`config.mk`:
```
export PLATFORM = sky130hd
export DESIGN_NAME = fifo_rr_arbiter
export DESIGN_NICKNAME = d
export VERILOG_FILES = /design/src/rtl/fifo_arb_pkg.sv /design/src/rtl/fifo_rr_arbiter_rr_pick.sv /design/src/rtl/fifo_rr_arbiter.sv
export SDC_FILE = /design/constraint.sdc
export NUM_CORES = 1
export LEC_CHECK = 0
export BUFFER_PORTS_ARGS = -buffer_cell sky130_fd_sc_hd__buf_2
export CAP_MARGIN = 5
export CORE_AREA = 4 4 60 62
export DETAILED_ROUTE_END_ITERATION = 8
export DIE_AREA = 0 0 64 66
export PLACE_DENSITY = 0.75
export SYNTH_ARGS = -nofsm -noshare
export SYNTH_HDL_FRONTEND = slang
export SYNTH_SLANG_ARGS = --single-unit
export TNS_END_PERCENT = 100
```
`constraint.sdc`:
```
create_clock -name clk -period 3.25 [get_ports clk]
set_clock_uncertainty 0.1 [all_clocks]
set_input_delay 0.1625 -clock clk [delete_from_list [all_inputs] [get_ports clk]]
set_output_delay 0.1625 -clock clk [all_outputs]
set_load 0.05 [all_outputs]
```
`src/rtl/fifo_arb_pkg.sv`:
```
// Shared constants and helpers for the FIFO write-port arbiter.
// Optional feature macro used by the arbiter: FIFO_ARB_AFULL_EN (almost-full output and gating).
package fifo_arb_pkg;

    localparam int unsigned ARB_NREQ  = 4;
    localparam int unsigned ARB_DW    = 4;
    localparam int unsigned ARB_DEPTH = 8;

    // Ceiling log2, usable in constant expressions.
    function automatic int unsigned clog2(input int unsigned value);
        int unsigned width;
        width = 0;
        for (int unsigned i = 0; i < 32; i++) begin
            if ((64'd1 << width) < 64'(value)) begin
                width = width + 1;
            end
        end
        return width;
    endfunction

    // Index width for an N-entry vector; never narrower than one bit.
    function automatic int unsigned idx_width(input int unsigned n);
        return (n > 1) ? clog2(n) : 1;
    endfunction

    localparam int unsigned ARB_CW = clog2(ARB_DEPTH + 1);

endpackage

```
`src/rtl/fifo_rr_arbiter_rr_pick.sv`:
```
// Rotate-priority one-hot picker: first asserted request after rr_ptr, wrapping.
module rr_pick
    import fifo_arb_pkg::*;
#(
    parameter int unsigned NREQ = ARB_NREQ,
    localparam int unsigned IW  = idx_width(NREQ)
) (
    input  logic [NREQ-1:0] req,
    input  logic [IW-1:0]   rr_ptr,
    input  logic            enable,
    output logic [NREQ-1:0] gnt,
    output logic [IW-1:0]   idx,
    output logic            valid
);

    logic [IW-1:0] cand;

    // Scan rr_ptr+1, rr_ptr+2, ... modulo NREQ and take the first request seen.
    always_comb begin
        gnt   = '0;
        idx   = '0;
        valid = 1'b0;
        cand  = '0;
        for (int unsigned k = 1; k <= NREQ; k++) begin
            cand = IW'((32'(rr_ptr) + k) % NREQ);
            if (enable && !valid && req[cand]) begin
                valid     = 1'b1;
                gnt[cand] = 1'b1;
                idx       = cand;
            end
        end
    end

endmodule

```
`src/rtl/fifo_rr_arbiter.sv`:
```
// Round-robin write-port arbiter and occupancy tracker for the single-port FIFO.
// Optional macro FIFO_ARB_AFULL_EN adds AFULL / almost_full; above the threshold
// only producer 0 may be granted.
module fifo_rr_arbiter
    import fifo_arb_pkg::*;
#(
    parameter int unsigned NREQ  = ARB_NREQ,
    parameter int unsigned DW    = ARB_DW,
    parameter int unsigned DEPTH = ARB_DEPTH,
`ifdef FIFO_ARB_AFULL_EN
    parameter int unsigned AFULL = DEPTH - 2,
`endif
    localparam int unsigned CW   = clog2(DEPTH + 1)
) (
    input  logic             clk,
    input  logic             rst,
    input  logic [NREQ-1:0]  req,
    input  logic [NREQ*DW-1:0] req_data,
    output logic [NREQ-1:0]  gnt,
    input  logic             pop,
    output logic             pop_ack,
    output logic             fifo_we,
    output logic             fifo_re,
    output logic [DW-1:0]    fifo_data,
    output logic [CW-1:0]    count,
`ifdef FIFO_ARB_AFULL_EN
    output logic             almost_full,
`endif
    output logic             full,
    output logic             empty
);

    localparam int unsigned IW = idx_width(NREQ);

    logic [IW-1:0]   rr_ptr;
    logic [NREQ-1:0] pick_req;
    logic [NREQ-1:0] pick_gnt;
    logic [IW-1:0]   pick_idx;
    logic            pick_valid;
    logic            grant_en;
    logic [DW-1:0]   winner_data;

    // Occupancy flags straight from the committed count.
    assign full  = (count == CW'(DEPTH));
    assign empty = (count == '0);

`ifdef FIFO_ARB_AFULL_EN
    assign almost_full = (count >= CW'(AFULL));

    // Above the almost-full threshold only producer 0 competes.
    always_comb begin
        pick_req    = req;
        if (almost_full) begin
            pick_req    = '0;
            pick_req[0] = req[0];
        end
    end
`else
    assign pick_req = req;
`endif

    // No grants or pops are accepted while reset is held.
    assign grant_en = rst & ~full;
    assign pop_ack  = rst & pop & ~empty;
    assign gnt      = pick_gnt;

    rr_pick #(
        .NREQ (NREQ)
    ) u_rr_pick (
        .req    (pick_req),
        .rr_ptr (rr_ptr),
        .enable (grant_en),
        .gnt    (pick_gnt),
        .idx    (pick_idx),
        .valid  (pick_valid)
    );

    // One-hot mux of the winning producer's data slice.
    always_comb begin
        winner_data = '0;
        for (int unsigned i = 0; i < NREQ; i++) begin
            if (pick_gnt[i]) begin
                winner_data = req_data[i*DW +: DW];
            end
        end
    end

    // FIFO command registers, round-robin pointer and occupancy count.
    always_ff @(posedge clk or negedge rst) begin
        if (!rst) begin
            fifo_we   <= 1'b0;
            fifo_re   <= 1'b0;
            fifo_data <= '0;
            count     <= '0;
            rr_ptr    <= IW'(NREQ - 1);
        end else begin
            fifo_we <= pick_valid;
            fifo_re <= pop_ack;
            if (pick_valid) begin
                fifo_data <= winner_data;
                rr_ptr    <= pick_idx;
            end
            case ({pick_valid, pop_ack})
                2'b10:   count <= count + CW'(1);
                2'b01:   count <= count - CW'(1);
                default: count <= count;
            endcase
        end
    end

endmodule
```
## After elaboration in Yosys (flattened, before gate mapping)

Index checks and enable logic that the tools add are counted.

- Input port bits: 23
- Register bits after elaboration: 12
- Output and inout bits: 17
- Word-level logic and storage cells: 79

- Equality and inequality tests: 3
- Reductions and logical operators: 16
- Muxes and demuxes: 33
- Order comparisons: 8
- Bitwise gates (word level): 8
- $add $sub $neg: 6

Operator list:

| operator | count |
|---|---|
| 2-to-1 mux 4 bit | 8 |
| < comparator 2 x 3 -> 1 bit (second input constant) | 4 |
| 2-to-1 mux 1 bit | 12 |
| OR 4 bit | 3 |
| logical AND 1 bit | 11 |
| binary-select mux 1 bit (select 2 bit) | 4 |
| demux 1 bit (select 2 bit) | 4 |
| >= comparator 2 x 1 -> 1 bit (second input constant) | 4 |
| 2-to-1 mux 2 bit | 4 |
| one-hot mux 4 bit (2 select lines) | 1 |
| adder 2 x 1 -> 2 bit (second input constant) | 2 |
| adder 2 bit (second input constant) | 2 |
| adder 4 x 1 -> 4 bit (second input constant) | 1 |
| == test 4 bit (second input constant) | 1 |
| logical NOT 4 bit | 1 |
| subtractor 4 x 1 -> 4 bit (second input constant) | 1 |
| bitwise AND 1 bit | 3 |
| logical NOT 1 bit | 3 |
| == test 2 x 1 -> 1 bit (second input constant) | 1 |
| == test 2 bit (second input constant) | 1 |
| inverter 1 bit | 2 |
| nonzero test 2 bit | 1 |

## Depth between registers and ports, before layout

Gate-level depths: netlist (run 1).

- Word-level depth: 21
- Gate-level depth with buffers: 13

## Modules after synthesis

Synthesis (run 1) repeated with hierarchy kept, for this count alone.

- Cell total of the unflattened synthesis: 145
- Area, all modules: 1311.3 um^2

By module, submodules not included:

| module | area each (um^2) | cells an instance | times used |
|---|---|---|---|
| fifo_rr_arbiter | 757.0 | 75 | 1 |
| rr_pick | 554.3 | 70 | 1 |

## Worst setup path before layout (run 1)

No wires, ideal clock.

- Path kind: flip-flop to flip-flop
- Start: register count[1]
- End: register count[2]
- Arrival: 4486 ps
- Stages on the path, launching flop included: 11
- Required time: 3002 ps
- Buffers on the path: 1
- Setup slack: -1484 ps
- Path through: dfrtp_1 -> clkbuf_1 -> nor4_1 -> nor2_1 -> ha_1 -> xor2_1 -> ha_1 -> a21oi_1 -> xor2_1 -> nor2_1 -> xor2_1

- Elaborated cells on any way between the ends: 26

RTL lines:

| what | line | source |
|---|---|---|
| start, declared | fifo_rr_arbiter.sv:25 | `output logic [CW-1:0] count,` |
| start signal, assigned | fifo_rr_arbiter.sv:104 | `2'b10: count <= count + CW'(1);` |
| start signal, assigned | fifo_rr_arbiter.sv:105 | `2'b01: count <= count - CW'(1);` |
| start signal, assigned | fifo_rr_arbiter.sv:106 | `default: count <= count;` |
| logical NOT 4 bit (*) | fifo_rr_arbiter.sv:45 | `assign empty = (count == '0);` |
| named net empty | fifo_rr_arbiter.sv:30 | `output logic empty` |
| inverter 1 bit (*) | fifo_rr_arbiter.sv:64 | `assign pop_ack = rst & pop & ~empty;` |
| bitwise AND 1 bit (*) | fifo_rr_arbiter.sv:64 |  |
| named net pop_ack | fifo_rr_arbiter.sv:21 | `output logic pop_ack,` |
| == test 2 x 1 -> 1 bit or == test 2 bit (tied branches) | fifo_rr_arbiter.sv:103 | `case ({pick_valid, pop_ack})` |
| one-hot mux 4 bit (2 select lines) or nonzero test 2 bit (tied branches) | - |  |

The timed path passes the listed nets; every way through them passes the cells marked *.
A chain may end at the register's enable or synchronous reset.

## Worst setup path after layout (run 1)

- Start: register rr_ptr[0]
- End: register count[3]

- Longest elaborated chain between the ends: 19
- Elaborated cells on any way between the ends: 30

Ends and longest elaborated chain:

| what | line | source |
|---|---|---|
| start, declared | fifo_rr_arbiter.sv:35 | `logic [IW-1:0] rr_ptr;` |
| start signal, assigned | fifo_rr_arbiter.sv:95 | `rr_ptr <= IW'(NREQ - 1);` |
| start signal, assigned | fifo_rr_arbiter.sv:101 | `rr_ptr <= pick_idx;` |
| adder 2 x 1 -> 2 bit | fifo_rr_arbiter_rr_pick.sv:25 | `cand = IW'((32'(rr_ptr) + k) % NREQ);` |
| binary-select mux 1 bit (select 2 bit) | fifo_rr_arbiter_rr_pick.sv:26 | `if (enable && !valid && req[cand]) begin` |
| 2-to-1 mux 1 bit (implied by the code) | fifo_rr_arbiter_rr_pick.sv:26 |  |
| logical AND 1 bit | fifo_rr_arbiter_rr_pick.sv:26 |  |
| 2-to-1 mux 1 bit | fifo_rr_arbiter_rr_pick.sv:26 |  |
| logical NOT 1 bit | fifo_rr_arbiter_rr_pick.sv:26 |  |
| logical AND 1 bit (2 in a row) | fifo_rr_arbiter_rr_pick.sv:26 |  |
| 2-to-1 mux 1 bit | fifo_rr_arbiter_rr_pick.sv:26 |  |
| logical NOT 1 bit | fifo_rr_arbiter_rr_pick.sv:26 |  |
| logical AND 1 bit (2 in a row) | fifo_rr_arbiter_rr_pick.sv:26 |  |
| 2-to-1 mux 1 bit | fifo_rr_arbiter_rr_pick.sv:26 |  |
| logical NOT 1 bit | fifo_rr_arbiter_rr_pick.sv:26 |  |
| logical AND 1 bit (2 in a row) | fifo_rr_arbiter_rr_pick.sv:26 |  |
| 2-to-1 mux 1 bit (*) | fifo_rr_arbiter_rr_pick.sv:26 |  |
| == test 2 x 1 -> 1 bit or == test 2 bit (tied branches) | fifo_rr_arbiter.sv:103 |  |
| one-hot mux 4 bit (2 select lines) or nonzero test 2 bit (tied branches) | - |  |

Every way passes the cells marked *; elsewhere a longest branch is shown, timed or not. The select of a mux whose other input is x is not followed.

==> results of run 1 <==
## state kept, by name, summed over array words and instances, names as in the netlist
register and cells:
count 4, fifo_we 1, fifo_data 4, fifo_re 1, rr_ptr 2
## cell families after synthesis
group,Yosys count,synth area share (%)
simple gates,56,23.23
compound gates,55,28.14
fa+ha+maj,10,9.107
flops,12,22.04
mux,10,9.380
xor+xnor,6,3.825
buf+inv,12,4.281
## metrics by stage
step	instances	setup WS [ns]	setup TNS, ns	utilization, %
after floorplan	161	-0.001862	-0.001862	-
after global placement	246	0.1883	0	55.83
after detailed placement	246	-0.002547	-0.002547	55.83
after CTS	251	0.09634	0	57.44
after global routing	251	0.003862	0	58.10
final	251	0.1736	0	58.10
## placed cells by master, fill, tap and decap left out, types with 2 or more instances in the layout
cell type / Yosys / routed
nand2b_1: 3 / 3
nor2_1: 11 / 10
o211ai_1: 5 / 5
o22ai_2: 0 / 2
mux2i_1: 5 / 5
o21ai_0: 6 / 6
a211oi_1: 5 / 4
o21ai_2: 2 / 2
dfstp_2: 2 / 2
or3b_2: 2 / 2
nand2_1: 10 / 10
inv_1: 5 / 5
dfrtp_1: 10 / 10
a22oi_1: 10 / 10
xor2_1: 4 / 4
ha_1: 10 / 9
xnor2_1: 2 / 2
nor3_1: 2 / 2
a21boi_0: 4 / 4
nand3_1: 7 / 7
mux2_2: 3 / 3
buf_2: 2 / 38
a32oi_1: 3 / 3
mux4_2: 2 / 2
and2_1: 6 / 6
clkbuf_4: 0 / 4
a211o_1: 4 / 4
nor2b_1: 3 / 2
nand3b_1: 3 / 3
a21oi_1: 9 / 9
buf_4: 1 / 9
## tightest hold or removal path: stages
cell and delay, ns:
buf_2 0.09, nand2_1 0.07, nor2_2 0.06
## where the power goes
group | leakage (nW) | total (mW) | switching [mW] | internal, mW
logic | 0.638 | 1.43 | 0.898 | 0.532
registers | 0.147 | 0.276 | 0.0577 | 0.219
clock network | 0.0210 | 0.124 | 0.0562 | 0.0682
## worst min-delay path by stage
stage                     start        to  slack [ns]  cells after the start
after floorplan             rst  count[0]       -0.23                      0
after global placement      rst  count[2]        0.03                      2
after detailed placement    rst  count[1]        0.03                      2
after CTS                   pop   fifo_re        0.05                      3
after global routing        pop   fifo_re        0.05                      3
final                       pop   fifo_re        0.04                      3
## timing repair
action	4_1_cts	5_1_grt
endpoints found under the hold margin	12	0
cloned	0	0
gates resized for setup	1	3
setup endpoints to repair	1	2
hold buffers	1	0
## Yosys cell counts (3+ instances only)
cell type  count  area [um^2]
nand2_1       10        37.54
a22oi_1       10        75.07
xor2_1         4        35.03
and2_1         6        37.54
mux2i_1        5        50.05
mux2_2         3        33.78
a211o_1        4        35.03
nand3b_1       3        22.52
a211oi_1       5        37.54
o211ai_1       5        37.54
inv_1          5        18.77
nand3_1        7        35.03
clkbuf_1       3        11.26
nor2b_1        3        18.77
a32oi_1        3        26.28
nor2_1        11        41.29
dfrtp_1       10        250.2
nand2b_1       3        18.77
o21ai_0        6        30.03
a21oi_1        9        45.04
ha_1          10        125.1
a21boi_0       4        30.03
## per-layer routing
layer	up-vias	part of all wire, %
met5	-	0
met4	0	0.97
met3	6	5.7
met2	60	48
met1	689	46
li1	705	-
## area by class of cell
class | instances | area (um^2) | share of cell area (%)
Clock buffer | 4 | 36.28 | 2.063
Inverter | 5 | 18.77 | 1.067
Multi-Input combinational cell | 137 | 1071 | 60.88
Sequential cell | 12 | 302.8 | 17.21
Tap cell | 44 | 55.05 | 3.129
Timing Repair Buffer | 49 | 275.3 | 15.65
==> results.py, run 1 <==
metrics = {
    "setup_path": {
        "reg2reg_slack_ns": 0.17,
        "arrival_ns": 3.18,
        "endpoint": "count[3]",
        "critPathTopFamily": "compound AO/OA/AOI/OAI gates",
        "worst_path_most_repeated_cell": "buf_4",
        "timing.rr.start": "rr_ptr[0]",
        "path_class": "reg -> reg",
        "critical_path_depth": 11,
        "ff2ff_path_depth": 11,
        "worstPathRequired_ns": 3.35,
        "r2r-end": "count[3]",
        "cp-end-kind": "register",
        "crit_fanout": 12,
        "cp_cell_sequence": "buf_4 -> mux4_2 -> o22ai_2 -> nand2_1 -> buf_4 -> ha_1 -> nand3b_1 -> a21oi_1 -> nor3_1 -> a211oi_2 -> xor2_1",
        "cp-startpoint": "rr_ptr[0]",
        "slowest_stage": "mux4_2",
        "startpoint_type": "register",
        "cp_num_buf_inv": 2,
        "slowest_delay_ns": 0.55,
    },
    "global_routing": {
        "grt.met3_usage_pct": 2.721,
        "grt_max_degree": 24,
        "busiest_layer": "met2",
        "use_met1_pct": 24.30,
        "grt_pass1_vias": 1415,
        "grt_antenna_before_repair": 0,
        "met2_usage_pct": 34.06,
        "overflow": 0,
        "grt_usage_pct": 19.18,
        "grt_pass1_wl_um": 6492,
    },
    "timing": {
        "final_hold_viol_count": 0,
        "rsz0062_at_grt": "false",
        "whs_ns": 0.03887,
        "tightest_slew_ns": 0.7488,
        "slew_headroom_pct": 49.85,
        "maxSlewViolCount": 0,
        "fin_crit_ns": 3.076,
        "finalCritPeriodShare_pct": 94.66,
        "finalSetupViolCount": 0,
        "max_freq_ghz": 0.3251,
    },
    "power_and_ir_drop": {
        "p_per_area_nw_per_um2": 1041,
        "power.total_mw": 1.832,
        "leakage_nw": 0.8051,
        "ir_drop_mv": 0.6235,
    },
    "logic_synthesis": {
        "synth_seq_cells": 12,
        "avgSynthCellArea_um2": 8.533,
        "yosysWarnings": 0,
        "synthFlopType": "dfrtp_1",
        "syn_nets": 194,
        "async_flop_share_pct": 100.0,
        "yosysUniqueCellTypes": 46,
        "synth_cells": 161,
        "ys_seq_area_share_pct": 22.04,
        "synth_area_um2": 1374,
        "synth_edf_count": 0,
    },
    "worst_hold_path": {
        "hp-class": "in -> reg",
    },
    "final_layout": {
        "antenna_cells": 0,
        "fill_cells": 262,
        "drive_gt1_share_pct": 35.75,
        "design_area_um2": 1759,
        "nets": 241,
        "area_growth_pct": 28.05,
    },
    "placed_design": {
        "globalplace.congestion": 0.8948,
        "place_area_um2": 1690,
        "portBuffers": 39,
        "hpwl_um": 3029,
    },
    "die": {
        "die_y_um": 66,
        "start_util_pct": 45.37,
        "fp-row-count": 20,
        "die_w_um": 64,
        "io_pins": 40,
        "dieArea_um2": 4224,
        "core_um2": 3028,
    },
    "detailed_routing": {
        "vias_per_cell": 5.817,
        "drt_iter0_markers": 60,
        "detail-route-antenna-nets": 0,
        "vias": 1460,
        "drc": 0,
        "drt_pre_antenna_iters": 4,
        "routed_wl_um": 3800,
        "wire_per_inst_um": 15.14,
    },
    "clock_network": {
        "cts.sinks": 12,
        "postCtsSetupBuffers": 0,
        "cts_tree": "built",
        "htreeDepth": 1,
        "clk_pin_slew_ns": 0.09,
        "root_buffer": "clkbuf_4",
        "numCtsBuffers": 3,
        "clock_latency_ns": 0.28,
        "clockBufferDepth": 2,
    },
    "status": {
        "status": "complete, no violations",
    },
    "run": {
        "drv_cap": 0,
    },
}
Power figures use the tool's default switching activity.
==> run 2, diff against run 1 <==
Settings changed: CORE_AREA 4 4 60 62 to 8 8 70 60, DIE_AREA 0 0 64 66 to 0 0 78 68, PLACE_DENSITY 0.75 to 0.76.
==> results.py, run 2 (synthesis gave the netlist of run 1 again) <==
metrics = {
    "status": {
        "status": "complete, no violations",
    },
    "final_layout": {
        "final_common_cell": "buf_2",
        "multiInputGateArea_um2": 1077,
        "drive_gt1_share_pct": 34.63,
        "antenna_cells": 0,
        "final_core_utilization_pct": 55.38,
        "stdcell_count": 247,
        "seqCellArea_um2": 302.8,
        "final_cell_mix": "39 x buf_2, 10 x nand2_1, 10 x a22oi_1, 10 x nor2_1, 10 x dfrtp_1",
        "fill_cells": 307,
        "reg_top3": "count: 4 flops, fifo_data: 4 flops, rr_ptr: 2 flops",
        "nets": 239,
        "area_growth_pct": 28.42,
    },
    "setup_path": {
        "timing.rr.start": "rr_ptr[0]",
        "reg2reg_slack_ns": 0.21,
        "arrival_ns": 2.84,
        "crit_fanout": 7,
        "r2r-end": "count[3]",
        "worstPathRequired_ns": 2.99,
        "startpoint_type": "register",
        "path_class": "reg -> out",
        "ff2ff_path_depth": 12,
        "cp-end-kind": "output pin",
    },
    "clock_network": {
        "htreeDepth": 1,
        "clockBufferDepth": 2,
        "cts_tree": "built",
        "cts.sinks": 12,
        "root_buffer": "clkbuf_8",
        "numCtsBuffers": 3,
        "clock_latency_ns": 0.25,
        "postCtsSetupBuffers": 0,
        "clk_pin_slew_ns": 0.05,
    },
    "timing": {
        "slew_headroom_pct": 64.86,
        "finalCritPeriodShare_pct": 95.61,
        "finalSetupViolCount": 0,
        "max_freq_ghz": 0.3218,
        "whs_ns": 0.08362,
        "tightest_slew_ns": 0.5139,
        "worst_slack_ns": 0.1427,
        "final_hold_viol_count": 0,
        "fin_crit_ns": 3.107,
        "maxSlewViolCount": 0,
        "rsz0062_at_grt": "false",
    },
    "power_and_ir_drop": {
        "ir_drop_mv": 0.6175,
        "pwr-share-comb_pct": 74.2,
        "switching_share_pct": 54.89,
        "leakage_nw": 0.8013,
        "p_per_area_nw_per_um2": 1035,
        "p_int_mw": 0.8236,
        "power_switching_mw": 1.002,
        "pwr-share-seq_pct": 16.6,
        "pwr-share-clk_pct": 9.2,
    },
    "placed_design": {
        "globalplace.congestion": 0.9162,
        "portBuffers": 39,
        "pre_cts_ws_ns": 0.1510,
        "dpl.cell_count": 242,
        "hpwl_um": 2922,
    },
    "global_routing": {
        "busiest_layer": "met2",
        "grt_antenna_before_repair": 0,
        "met2_usage_pct": 21.64,
        "overflow": 0,
        "use_met1_pct": 19.19,
        "grt.met3_usage_pct": 5.118,
        "grt_pass1_wl_um": 6168,
        "grt_usage_pct": 14.34,
        "grt_pass1_vias": 1277,
        "grt_max_degree": 24,
    },
    "worst_hold_path": {
        "hp-class": "in -> reg",
        "min_from": "pop",
        "min_to": "fifo_re",
        "min_delay_path_depth": 3,
    },
    "die": {
        "io_pins": 40,
        "die_y_um": 68,
        "core_um2": 3186,
        "start_util_pct": 43.13,
        "die_w_um": 78,
        "dieArea_um2": 5304,
        "fp-row-count": 19,
    },
    "detailed_routing": {
        "drt_iter0_markers": 129,
        "vias_per_cell": 5.567,
        "vias": 1375,
        "drc": 0,
        "wire_per_inst_um": 15.15,
        "routed_wl_um": 3743,
        "drt_pre_antenna_iters": 4,
        "detail-route-antenna-nets": 0,
    },
    "run": {
        "drv_cap": 0,
    },
}
[run 2: changes by cell type in the layout (fill, tap and decap cells not counted), sizes merged]
cell,before,now
buf,47,46
clkbuf,5,4
[run 2: worst max path at each step]
stage                         start  endpoint  depth (start not counted)
after floorplan           rr_ptr[0]  count[2]                         13
after global placement    rr_ptr[0]  count[2]                         12
after detailed placement  rr_ptr[0]  count[3]                         12
after CTS                 rr_ptr[0]    gnt[1]                          9
after global routing      rr_ptr[0]  count[3]                         13
final                     rr_ptr[0]    gnt[1]                          9
[run 2: layout make-up]
class / instances / share of cell area (%)
multi-input cells: 137 / 61.06
clock buffers: 4 / 3.121
flip-flops and latches: 12 / 17.16
well taps: 42 / 2.979
inverters: 5 / 1.064
repair buffers: 47 / 14.61
[run 2: power by group through the flow]
stage               combinational, mW  clock, mW  sequential, mW
global route                     1.47      0.181           0.313
floorplan                       0.901          0           0.438
detailed placement               1.31          0           0.305
CTS                              1.32      0.172           0.304
global placement                 1.31          0           0.304
finish                           1.36      0.167           0.304
[run 2: what timing repair did]
item | 4_1_cts | 5_1_grt
hold buffers | 1 | 0
endpoints found under the setup margin | 0 | 3
resized for setup | 0 | 3
endpoints found under the hold margin | 12 | 0
[run 2: worst max-delay path, stage by stage (launching register included)]
cell,delay (ns)
dfstp_2,0.53
inv_1,0.13
ha_4,0.33
mux4_2,0.34
buf_4,0.19
or3b_1,0.42
nand2_1,0.10
a21o_1,0.15
and2_1,0.14
buf_2,0.25
[run 2: routing by layer]
metal	routed length, um	up-vias
li1	-	699
met1	1762	618
met4	33	0
met2	1611	53
met5	0	-
met3	336	5
[run 2: stage by stage]
step	setup TNS, ns	power (mW)	cell area (um^2)
floorplan	-0.001862	1.339	1413
global placement	0	1.611	1673
detailed placement	0	1.618	1673
CTS	0	1.795	1738
global route	0	1.965	1764
finish	0	1.826	1764
==> run 3, diff against run 2 <==
Settings changed: CORE_AREA 8 8 70 60 to 8 8 86 73, DIE_AREA 0 0 78 68 to 0 0 94 81, PLACE_DENSITY 0.76 to 0.53.
==> results.py, run 3 (synthesis gave the netlist of run 1 again) <==
metrics = {
    "status": {
        "status": "complete, no violations",
    },
    "timing": {
        "fin_crit_ns": 3.073,
        "setup_tns_ns": 0,
        "finalSetupViolCount": 0,
        "max_freq_ghz": 0.3254,
        "finalCritPeriodShare_pct": 94.57,
        "maxSlewViolCount": 0,
        "worst_slack_ns": 0.1766,
        "final_hold_viol_count": 0,
        "tightest_slew_ns": 0.5320,
        "slew_headroom_pct": 64.54,
    },
    "setup_path": {
        "cp_num_buf_inv": 3,
        "worstPathRequired_ns": 2.99,
        "critPathTopFamily": "simple AND/OR/NAND/NOR gates",
        "cp-end-kind": "output pin",
        "slowest_stage": "dfstp_2",
        "cp_cell_sequence": "inv_1 -> ha_2 -> mux4_2 -> buf_4 -> or3b_1 -> nand2_1 -> a21o_1 -> and2_1 -> clkbuf_4",
        "arrival_ns": 2.81,
        "crit_fanout": 7,
        "path_class": "reg -> out",
        "slowest_delay_ns": 0.52,
        "startpoint_type": "register",
    },
    "placed_design": {
        "globalplace.congestion": 0.7918,
        "dpl.cell_count": 263,
        "pre_cts_ws_ns": 0.2158,
        "portBuffers": 39,
        "hpwl_um": 3100,
        "place_area_um2": 1705,
    },
    "final_layout": {
        "stdcell_count": 268,
        "area_growth_pct": 29.87,
        "reg_top3": "count: 4 flops, fifo_data: 4 flops, rr_ptr: 2 flops",
        "nets": 240,
        "final_cell_mix": "38 x buf_2, 10 x nand2_1, 10 x a22oi_1, 10 x nor2_1, 10 x dfrtp_1",
        "design_area_um2": 1784,
        "drive_gt1_share_pct": 35.44,
        "final_common_cell": "buf_2",
        "antenna_cells": 0,
    },
    "power_and_ir_drop": {
        "pwr-share-comb_pct": 74.2,
        "p_per_area_nw_per_um2": 1020,
        "pwr-share-seq_pct": 16.6,
        "leakage_nw": 0.8033,
        "ir_drop_mv": 0.4097,
        "switching_share_pct": 55.12,
        "pwr-share-clk_pct": 9.2,
        "power_switching_mw": 1.003,
        "p_int_mw": 0.8168,
    },
    "clock_network": {
        "cts_tree": "built",
        "clockBufferDepth": 2,
        "htreeDepth": 1,
        "clock_latency_ns": 0.24,
        "numCtsBuffers": 3,
        "clk_pin_slew_ns": 0.06,
        "postCtsSetupBuffers": 0,
        "cts.sinks": 12,
        "root_buffer": "clkbuf_8",
    },
    "global_routing": {
        "grt_pass1_vias": 1361,
        "grt_pass1_wl_um": 6672,
        "grt_antenna_before_repair": 0,
        "grt_max_degree": 24,
        "overflow": 0,
        "grt_usage_pct": 10.82,
    },
    "detailed_routing": {
        "drt_pre_antenna_iters": 4,
        "drc": 0,
        "routed_wl_um": 4032,
        "detail-route-antenna-nets": 0,
        "vias": 1380,
        "vias_per_cell": 5.149,
        "drt_iter0_markers": 140,
        "wire_per_inst_um": 15.04,
    },
    "worst_hold_path": {
        "hp-class": "in -> reg",
    },
    "run": {
        "drv_cap": 0,
    },
    "die": {
        "start_util_pct": 28.42,
        "die_w_um": 94,
        "dieArea_um2": 7614,
        "fp-row-count": 23,
        "io_pins": 40,
        "core_um2": 4835,
        "die_y_um": 81,
    },
}
-- run 3: cell types whose count changed in the layout (fill, tap and decap cells not counted) --
cell,previous run,this run
ha_2,0,2
a2111oi_0,1,0
a2111oi_1,0,1
a211oi_1,5,4
a211oi_2,0,1
buf_2,39,38
buf_4,7,8
clkbuf_4,0,1
ha_1,9,8
ha_4,1,0
nor4b_1,0,1
nor4b_2,1,0
o22ai_2,1,2
o22ai_4,1,0
-- run 3: path summary, 6_finish.rpt --
| check | start | endpoint | slack (ns) | cells after the start |
|---|---|---|---|---|
| setup / recovery | rr_ptr[0] | gnt[1] | 0.18 | 9 |
| hold / removal | pop | fifo_re | 0.08 | 3 |
| setup reg to reg | rr_ptr[0] | count[3] | 0.26 | 12 |
| hold reg to reg | count[3] | count[3] | 0.48 | 1 |
| max in group asynchronous | rst | rr_ptr[0] | 2.50 | 3 |
| min in group asynchronous | rst | fifo_re | 0.30 | 3 |
-- run 3: repair_timing --
action / in CTS / in global routing
hold endpoints to repair: 12 / 0
resized for setup: 0 / 5
hold buffers: 1 / 0
setup endpoints to repair: 0 / 3
-- run 3: tightest hold or removal path, delay by kind of cell --
family | cells | cell delay [ns]
simple gates | 2 | 0.13
buf+inv | 1 | 0.10
-- run 3: power by group through the flow --
stage	clock network, mW	registers (mW)	logic (mW)
2_1_floorplan	0	0.438	0.901
3_3_place_gp	0	0.304	1.34
3_5_place_dp	0	0.305	1.33
4_1_cts	0.172	0.304	1.34
5_1_grt	0.180	0.316	1.47
6_report	0.167	0.302	1.35
-- run 3: per-stage QoR --
stage | power (mW) | util, % | hold slack [ns]
final | 1.820 | 36.90 | 0.08445
after global routing | 1.971 | 36.90 | 0.1100
after CTS | 1.814 | 36.62 | 0.08221
after detailed placement | 1.637 | 35.27 | 0.03229
after global placement | 1.643 | 35.27 | 0.03275
after floorplan | 1.339 | - | -0.2331
-- run 3: layer usage --
metal	GRT usage [%]	share of wire, %
met5	0	0
met4	1.896	0.45
met3	3.683	6.4
met2	16.20	42
met1	14.81	51
-- run 3: layout make-up --
type	count	area [um^2]
multi-input cells	137	1062
fillers	520	3050
repair buffers	48	267.8
well taps	62	77.57
inverters	5	18.77
flip-flops and latches	12	302.8
clock buffers	4	55.05
